===== src/rtl/addsub_seq_unit.sv =====
// addsub_seq_unit
// Multi-cycle add/subtract unit. Operands are processed CHUNK bits per cycle
// over WIDTH/CHUNK cycles behind a valid/ready handshake. A stored carry is
// kept between operations so SBB can chain multi-precision subtraction.
// Flags: [0] carry, [1] zero, [2] signed overflow, [3] parity.
// Optional build macro: ADDSUB_SAT_EN makes ADD/SUB saturate on signed overflow.
module addsub_seq_unit #(
  parameter int WIDTH = 16,
  parameter int CHUNK = 4
) (
  input  logic             clk,
  input  logic             rst_n,
  input  logic             in_valid,
  output logic             in_ready,
  input  logic [1:0]       op,
  input  logic [WIDTH-1:0] a,
  input  logic [WIDTH-1:0] b,
  output logic             out_valid,
  input  logic             out_ready,
  output logic [WIDTH-1:0] result,
  output logic [3:0]       flags,
  output logic             busy
);

  localparam int N  = WIDTH / CHUNK;
  localparam int CW = (N > 1) ? $clog2(N) : 1;

  localparam logic [1:0] OP_ADD = 2'b00;
  localparam logic [1:0] OP_SUB = 2'b01;
  localparam logic [1:0] OP_CMP = 2'b10;
  localparam logic [1:0] OP_SBB = 2'b11;

  typedef enum logic [1:0] {IDLE, RUN, DONE} state_t;

  state_t           state_q, state_d;
  logic [CW-1:0]    cnt_q;
  logic [WIDTH-1:0] aOp_q, bOp_q, wrk_q, result_q;
  logic [1:0]       op_q;
  logic             carry_q, storedCarry_q;
  logic [3:0]       flags_q;

  logic             lastSlice;
  int               sliceBase;
  logic [CHUNK-1:0] aSlice, bSlice, sliceSum;
  logic             ripple, carryIntoMsb, carryOut, overflow;
  logic [WIDTH-1:0] wrk_d, result_d;
  logic [3:0]       flags_d;

  assign lastSlice = (cnt_q == CW'(N - 1));

  // State register: the FSM only advances on clock edges, reset returns to IDLE.
  always_ff @(posedge clk) begin
    if (!rst_n) state_q <= IDLE;
    else        state_q <= state_d;
  end

  // Next-state logic: accept in IDLE, walk the slices in RUN, wait for the consumer in DONE.
  always_comb begin
    state_d = state_q;
    case (state_q)
      IDLE:    if (in_valid)  state_d = RUN;
      RUN:     if (lastSlice) state_d = DONE;
      DONE:    if (out_ready) state_d = IDLE;
      default: state_d = IDLE;
    endcase
  end

  // Output decode: handshake and busy signals depend on the state alone.
  always_comb begin
    in_ready  = (state_q == IDLE);
    out_valid = (state_q == DONE);
    busy      = (state_q != IDLE);
  end

  assign result = result_q;
  assign flags  = flags_q;

  // Slice adder: ripple CHUNK bits, then build the full result and flags for the final slice.
  always_comb begin
    sliceBase    = int'(cnt_q) * CHUNK;
    aSlice       = aOp_q[sliceBase +: CHUNK];
    bSlice       = bOp_q[sliceBase +: CHUNK];
    sliceSum     = '0;
    ripple       = carry_q;
    carryIntoMsb = carry_q;
    for (int i = 0; i < CHUNK; i++) begin
      sliceSum[i] = aSlice[i] ^ bSlice[i] ^ ripple;
      if (i == CHUNK - 1) carryIntoMsb = ripple;
      ripple = (aSlice[i] & bSlice[i]) | (ripple & (aSlice[i] ^ bSlice[i]));
    end
    carryOut = ripple;
    wrk_d = wrk_q;
    wrk_d[sliceBase +: CHUNK] = sliceSum;
    overflow = carryIntoMsb ^ carryOut;
    result_d = wrk_d;
`ifdef ADDSUB_SAT_EN
    if (((op_q == OP_ADD) || (op_q == OP_SUB)) && overflow)
      result_d = wrk_d[WIDTH-1] ? {1'b0, {(WIDTH-1){1'b1}}} : {1'b1, {(WIDTH-1){1'b0}}};
`endif
    flags_d = {^result_d, overflow, (result_d == '0), carryOut};
  end

  // Datapath registers: latch operands on accept, accumulate slices, commit on the last slice.
  always_ff @(posedge clk) begin
    if (!rst_n) begin
      cnt_q         <= '0;
      aOp_q         <= '0;
      bOp_q         <= '0;
      wrk_q         <= '0;
      result_q      <= '0;
      op_q          <= OP_ADD;
      carry_q       <= 1'b0;
      storedCarry_q <= 1'b1;
      flags_q       <= '0;
    end else begin
      case (state_q)
        IDLE: begin
          if (in_valid) begin
            aOp_q <= a;
            bOp_q <= (op == OP_ADD) ? b : ~b;
            op_q  <= op;
            cnt_q <= '0;
            case (op)
              OP_ADD:  carry_q <= 1'b0;
              OP_SBB:  carry_q <= storedCarry_q;
              default: carry_q <= 1'b1;
            endcase
          end
        end
        RUN: begin
          wrk_q   <= wrk_d;
          carry_q <= carryOut;
          cnt_q   <= cnt_q + 1'b1;
          if (lastSlice) begin
            flags_q       <= flags_d;
            storedCarry_q <= carryOut;
            if (op_q != OP_CMP) result_q <= result_d;
          end
        end
        default: ;
      endcase
    end
  end

endmodule


===== config.mk =====
export PLATFORM = sky130hd
export DESIGN_NAME = addsub_seq_unit
export DESIGN_NICKNAME = d
export VERILOG_FILES = /design/src/rtl/addsub_seq_unit.sv
export SDC_FILE = /design/constraint.sdc
export NUM_CORES = 1
export LEC_CHECK = 0
export BUFFER_PORTS_ARGS = -buffer_cell sky130_fd_sc_hd__buf_2
export CAP_MARGIN = 10
export CORE_MARGIN = 2
export CORE_UTILIZATION = 40
export CTS_CLUSTER_DIAMETER = 200
export DETAILED_ROUTE_END_ITERATION = 16
export PLACE_DENSITY = 0.66
export SLEW_MARGIN = 20
export SYNTH_ARGS = -nofsm -noshare
export SYNTH_HDL_FRONTEND = slang
export SYNTH_SLANG_ARGS = --single-unit

===== constraint.sdc =====
create_clock -name clk -period 7 [get_ports clk]
set_input_delay 1.05 -clock clk [delete_from_list [all_inputs] [get_ports clk]]
set_output_delay 1.05 -clock clk [all_outputs]
set_load 0.005 [all_outputs]

# Word level (Yosys, flattened, before mapping)

Index checks and enable logic that the tools add are counted.

Add/sub/neg operators: 2
Equality and inequality tests: 8
Shifts and indexed selects: 4
Multiplexer cells: 11
Bitwise operators: 22
Reductions and logical operators: 11

Operator list:

| kind                      | count |
|---|---|
| $neg A4 Y33               | 1 |
| $shift A4 B33 Y16 const A | 1 |
| $shiftx A4 B33 Y16        | 1 |
| $shiftx A16 B5 Y4         | 2 |
| $bwmux W16                | 1 |
| $logic_not A16 Y1         | 1 |
| $mux W16                  | 1 |
| $not A16 Y16              | 1 |
| $reduce_xor A16 Y1        | 1 |
| $xor A1 B1 Y1             | 9 |
| $and A1 B1 Y1             | 8 |
| $mux W2                   | 4 |
| $eq A2 B2 Y1 const B      | 3 |
| $ne A2 B2 Y1 const B      | 3 |
| $pmux W2 S3               | 1 |
| $reduce_and A2 Y1         | 3 |
| $reduce_and A3 Y1         | 2 |
| $logic_not A2 Y1          | 2 |
| $or A1 B1 Y1              | 4 |
| $pmux W1 S2               | 2 |
| $pmux W2 S2               | 1 |
| $reduce_bool A2 Y1        | 2 |
| $add A2 B1 Y2 const B     | 1 |
| $eq A2 B1 Y1 const B      | 1 |
| other kinds (2)           | 2 |

Bits in registers: 76
Input port bits: 38

# Depth between registers and ports, before layout

Depth after elaboration: 12
Depth in mapped cells: 16

# Worst setup path after synthesis

Ideal clock, no wire load.

Path kind: register -> register
From: register cnt_q[1]
To: register flags_q[3] (netlist: flags[3])
Library setup time: 0.119 ns
Data arrival time: 3.678 ns
Setup slack: 3.203 ns
Cell stages (with the launch flop): 17
Period minus slack after synthesis: 3.797 ns
Cells stage by stage: dfxtp_1 clkbuf_1 mux4_2 inv_1 fa_1 inv_1 fa_1 inv_1 fa_1 fa_1 and4bb_1 mux2i_1 ha_1 xnor2_1 xnor2_1 xnor2_1 a21oi_1

Cells in the longest elaborated chain, start to end: 12
Elaborated cells between the ends (all ways): 26
Those cells by class: add/sub (1); eq/ne (1); shift (4); mux (1); bitwise (17); reduce/logical (2)

RTL lines:

| what                                        | line   | text |
|---|---|---|
| from (decl)                                 | 36     | `logic [CW-1:0] cnt_q;` |
| from (signal assigned)                      | 133    | `cnt_q <= cnt_q + 1'b1;` |
| $shiftx A16 B5 Y4, on equally long branches | 81, 82 |  |
| $xor A1 B1 Y1                               | 87, 89 |  |
| $and A1 B1 Y1                               | 89     | `ripple = (aSlice[i] & bSlice[i]) \| (ripple & (aSlice[i] ^ bSlice[i]));` |
| $or A1 B1 Y1                                | 89     |  |
| $and A1 B1 Y1                               | 89     |  |
| $or A1 B1 Y1                                | 89     |  |
| $and A1 B1 Y1                               | 89     |  |
| $or A1 B1 Y1                                | 89     |  |
| $xor A1 B1 Y1                               | 87     | `sliceSum[i] = aSlice[i] ^ bSlice[i] ^ ripple;` |
| $shiftx A4 B33 Y16                          | 93     | `wrk_d[sliceBase +: CHUNK] = sliceSum;` |
| $bwmux W16                                  | 93     |  |
| $reduce_xor A16 Y1                          | 100    | `flags_d = {^result_d, overflow, (result_d == '0), carryOut};` |
| to (signal assigned)                        | 135    | `flags_q <= flags_d;` |
| to (decl)                                   | 40     | `logic [3:0] flags_q;` |

Several ways; a longest one is shown, not always the timed one.
A chain may end at the register's enable or synchronous reset.

# Worst setup path after layout

From: register cnt_q[0]
To: register flags_q[3] (netlist: flags[3])

Same word-level chain as after synthesis.

==> metrics.txt <==
status finished clean; flop2flop setup slack 2.59 ns; die height 103.1 um; fraction of layout instances using a drive strength above 1 25.05%; Final Critical Period 4.414 ns; xor/xnor cell area share of the yosys netlist 5.347%; number of enable-type register cells in the synthesized netlist 0; area growth from synthesis to layout 13.08%; Total Routing Usage GR 16.24%; HPWL after detailed placement 5696 um; category of the most critical setup path flop to flop; largest area contributor in the synthesized netlist dfxtp_1; DRC marker count from the first detailed-route iteration 106; quantity of gates resized following cts 0; post-DR vias/cell 4.954; post-synthesis simple-gate area fraction 16.93%; initial antenna violation count 0; post-route DRC violation count 0; clock net sink count 76; TritonCTS Buffers 9; WP buf/inv 3; family with the most delay on the worst path adder cells; count of nets after finishing 510; clk slew on worst S/H paths 0.08 ns; critical path required time 7.23 ns; RSZ-0062 raised after global routing false; final worst path period share 63.05%; Yosys warning count 0; largest voltage drop on the vdd net 0.09763 mV; skew final 0.01050 ns; Max FO, Critical Path 23; fraction of synthesized cell area taken by the top area cell type 38.70%; number of distinct library cells after synthesis 45; leakage power total 0.001953 uW; # hold bufs at CTS 0; startpoint of the lowest-slack register-to-register path cnt_q[0]$_SDFFE_PN0P_; share of flip-flops with an asynchronous set or reset after synthesis 0%; capturing element type of the critical path flop; placed insts 576; upper clock frequency limit 226.6 MHz; routed vias 2933; flip-flop and latch count after synthesis 76; number of antenna repair diodes 0; average footprint of a synthesized cell 9.588 um^2; data arrival time of the critical path 4.65 ns; CTS root buffer clkbuf_8; Final GP Congestion 0.8410; max-capacitance violation count 0; Die Outline Area 0.01064 mm^2; I/O Buffers 60; WP depth 15; slowest cell on the critical path dfxtp_1; setup TNS 0 ns; starting density of the core 40.78%; worst stage delay on the critical path 0.98 ns; cell count of the worst hold path 2; share of synthesized cell area in full adder, half adder and majority cells 6.493%; share of cell area taken by muxes after synthesis 6.620%; proportion of synthesized chip area in sequential cells 38.70%; H-Tree Depth 3; cells along the critical path mux4_2 -> inv_1 -> fa_1 -> inv_1 -> fa_1 -> inv_1 -> fa_1 -> fa_1 -> and4bb_1 -> mux2i_1 -> ha_1 -> xnor2_1 -> xnor2_1 -> xnor2_1 -> a21oi_1; largest net degree at the start of global routing 77; TritonCTS clock tree yes; Synth Area in Compound Gates 19.61%; relative slew slack 34.10%; overflow left after global routing 0; most prevalent standard cell on the critical path fa_1; post-route insts no fill 592; terminating pin of the worst hold path bOp_q[15]$_SDFFE_PN0P_; first-pass GRT wire length 13430 um; Hold Path Origin bOp_q[15]$_SDFFE_PN0P_; combinational family with the most area after synthesis compound AO/OA/AOI/OAI gates; leading cell types by total area after synthesis dfxtp_1, nand2_1, xnor2_1; detailed-router iteration count before antenna repair 6; buffers inserted during post-CTS setup optimization 0; core area 0.009639 mm^2; commonest register cell after synthesis dfxtp_1; setup violation total in the final timing report 0; number of rows created at floorplan 36; syn_nets 466; measured slew at the worst slew-check pin 0.9871 ns; io pins 61; startpoint types flop; Post-Synthesis Cells 410; Cell Area, Synth 0.003931 mm^2; DIE WIDTH 103.1 um; number of cell instances on the worst register-to-register path 15; final count of hold timing violations 0; number of buffers between clock root and the deepest sink 2; Slew Limit Fails 0; worst skew pair latency 0.36 ns; antenna viol nets, final 0; Routed Wire Length 7971 um; top-count cell post-synth nand2_1; Power Dens Cells 230.5 mW/mm^2; worst reg2reg path endpoint flags[3]$_SDFFE_PN0P_; via count of the first global-routing pass 2855; leading post-synthesis cells by instance count nand2_1, dfxtp_1, xnor2_1, a21boi_1, a21oi_1; type of the most critical hold path flop to flop; DR WL/cell 13.46 um
==> state kept, by name, indices dropped and copies added, names as in the netlist <==
register       flops
bOp_q             16
aOp_q             16
cnt_q              2
result            16
state_q            2
wrk_q             16
flags              4
op_q               2
carry_q            1
storedCarry_q      1
==> how the worst max path moves through the flow <==
stage,to,start,slack (ns)
2_1_floorplan,flags[3]$_SDFFE_PN0P_,cnt_q[1]$_SDFFE_PN0P_,3.20
3_3_place_gp,flags[3]$_SDFFE_PN0P_,cnt_q[0]$_SDFFE_PN0P_,2.68
3_5_place_dp,flags[3]$_SDFFE_PN0P_,cnt_q[0]$_SDFFE_PN0P_,2.60
4_1_cts,flags[3]$_SDFFE_PN0P_,cnt_q[0]$_SDFFE_PN0P_,2.58
5_1_grt,flags[3]$_SDFFE_PN0P_,cnt_q[0]$_SDFFE_PN0P_,2.24
6_report,flags[3]$_SDFFE_PN0P_,cnt_q[0]$_SDFFE_PN0P_,2.59
==> cell families (layout without fill, tap and decap cells) <==
kind of cell / count (synthesis) / in the layout
flops: 76 / 76
buf+inv: 45 / 94
compound gates: 103 / 103
fa+ha+maj: 18 / 18
simple gates: 128 / 128
xor+xnor: 24 / 24
mux: 16 / 16
==> cells in the final DEF (no fill, tap or decap), types with 13 or more instances in the layout <==
cell type and n:
buf_2 59, nand2_1 78, o211a_1 17, dfxtp_1 76, xnor2_1 24, ha_1 14
a21oi_1 18, nor2b_1 13, o21ai_1 16, a21boi_1 22, inv_1 16
==> worst min-delay path, stage by stage, from the launching register on <==
cell and delay (ns):
dfxtp_1 0.31, nand2_1 0.05, a21boi_1 0.05
==> per-stage QoR <==
| stage | hold slack [ns] | worst slack [ns] | cell area [um^2] | utilization, % | power (uW) |
|---|---|---|---|---|---|
| after global routing | 0.4797 | 2.240 | 4446 | 46.12 | 1079 |
| after global placement | 0.4364 | 2.676 | 4228 | 43.86 | 664.5 |
| final | 0.4533 | 2.586 | 4446 | 46.12 | 1025 |
| after floorplan | 0.4276 | 3.203 | 3931 | - | 630.3 |
| after detailed placement | 0.4472 | 2.597 | 4228 | 43.86 | 669.3 |
| after CTS | 0.4571 | 2.579 | 4443 | 46.09 | 1033 |
==> routing by layer <==
metal	vias up	track usage [%]	wire length, um	part of all wire [%]
met5	-	0	0	0
met4	0	4.960	138	1.7
met3	13	4.610	326	4.1
met2	55	27.37	3891	49
met1	1368	20.19	3616	45
li1	1497	-	-	-
==> cell type report <==
cell class | count | area, um^2
clock buffer | 11 | 131.4
clock inverter | 5 | 83.83
fill | 965 | 5194
inverter | 16 | 60.06
multi-input combinational | 289 | 2165
sequential | 76 | 1521
tap | 133 | 166.4
timing repair buffer | 62 | 317.8
==> power by group <==
part / internal, uW / switching, uW
clock network: 202 / 162
logic: 88.5 / 100
registers: 455 / 16.3
total: 746 / 279
(Power assumes the default switching activity.)
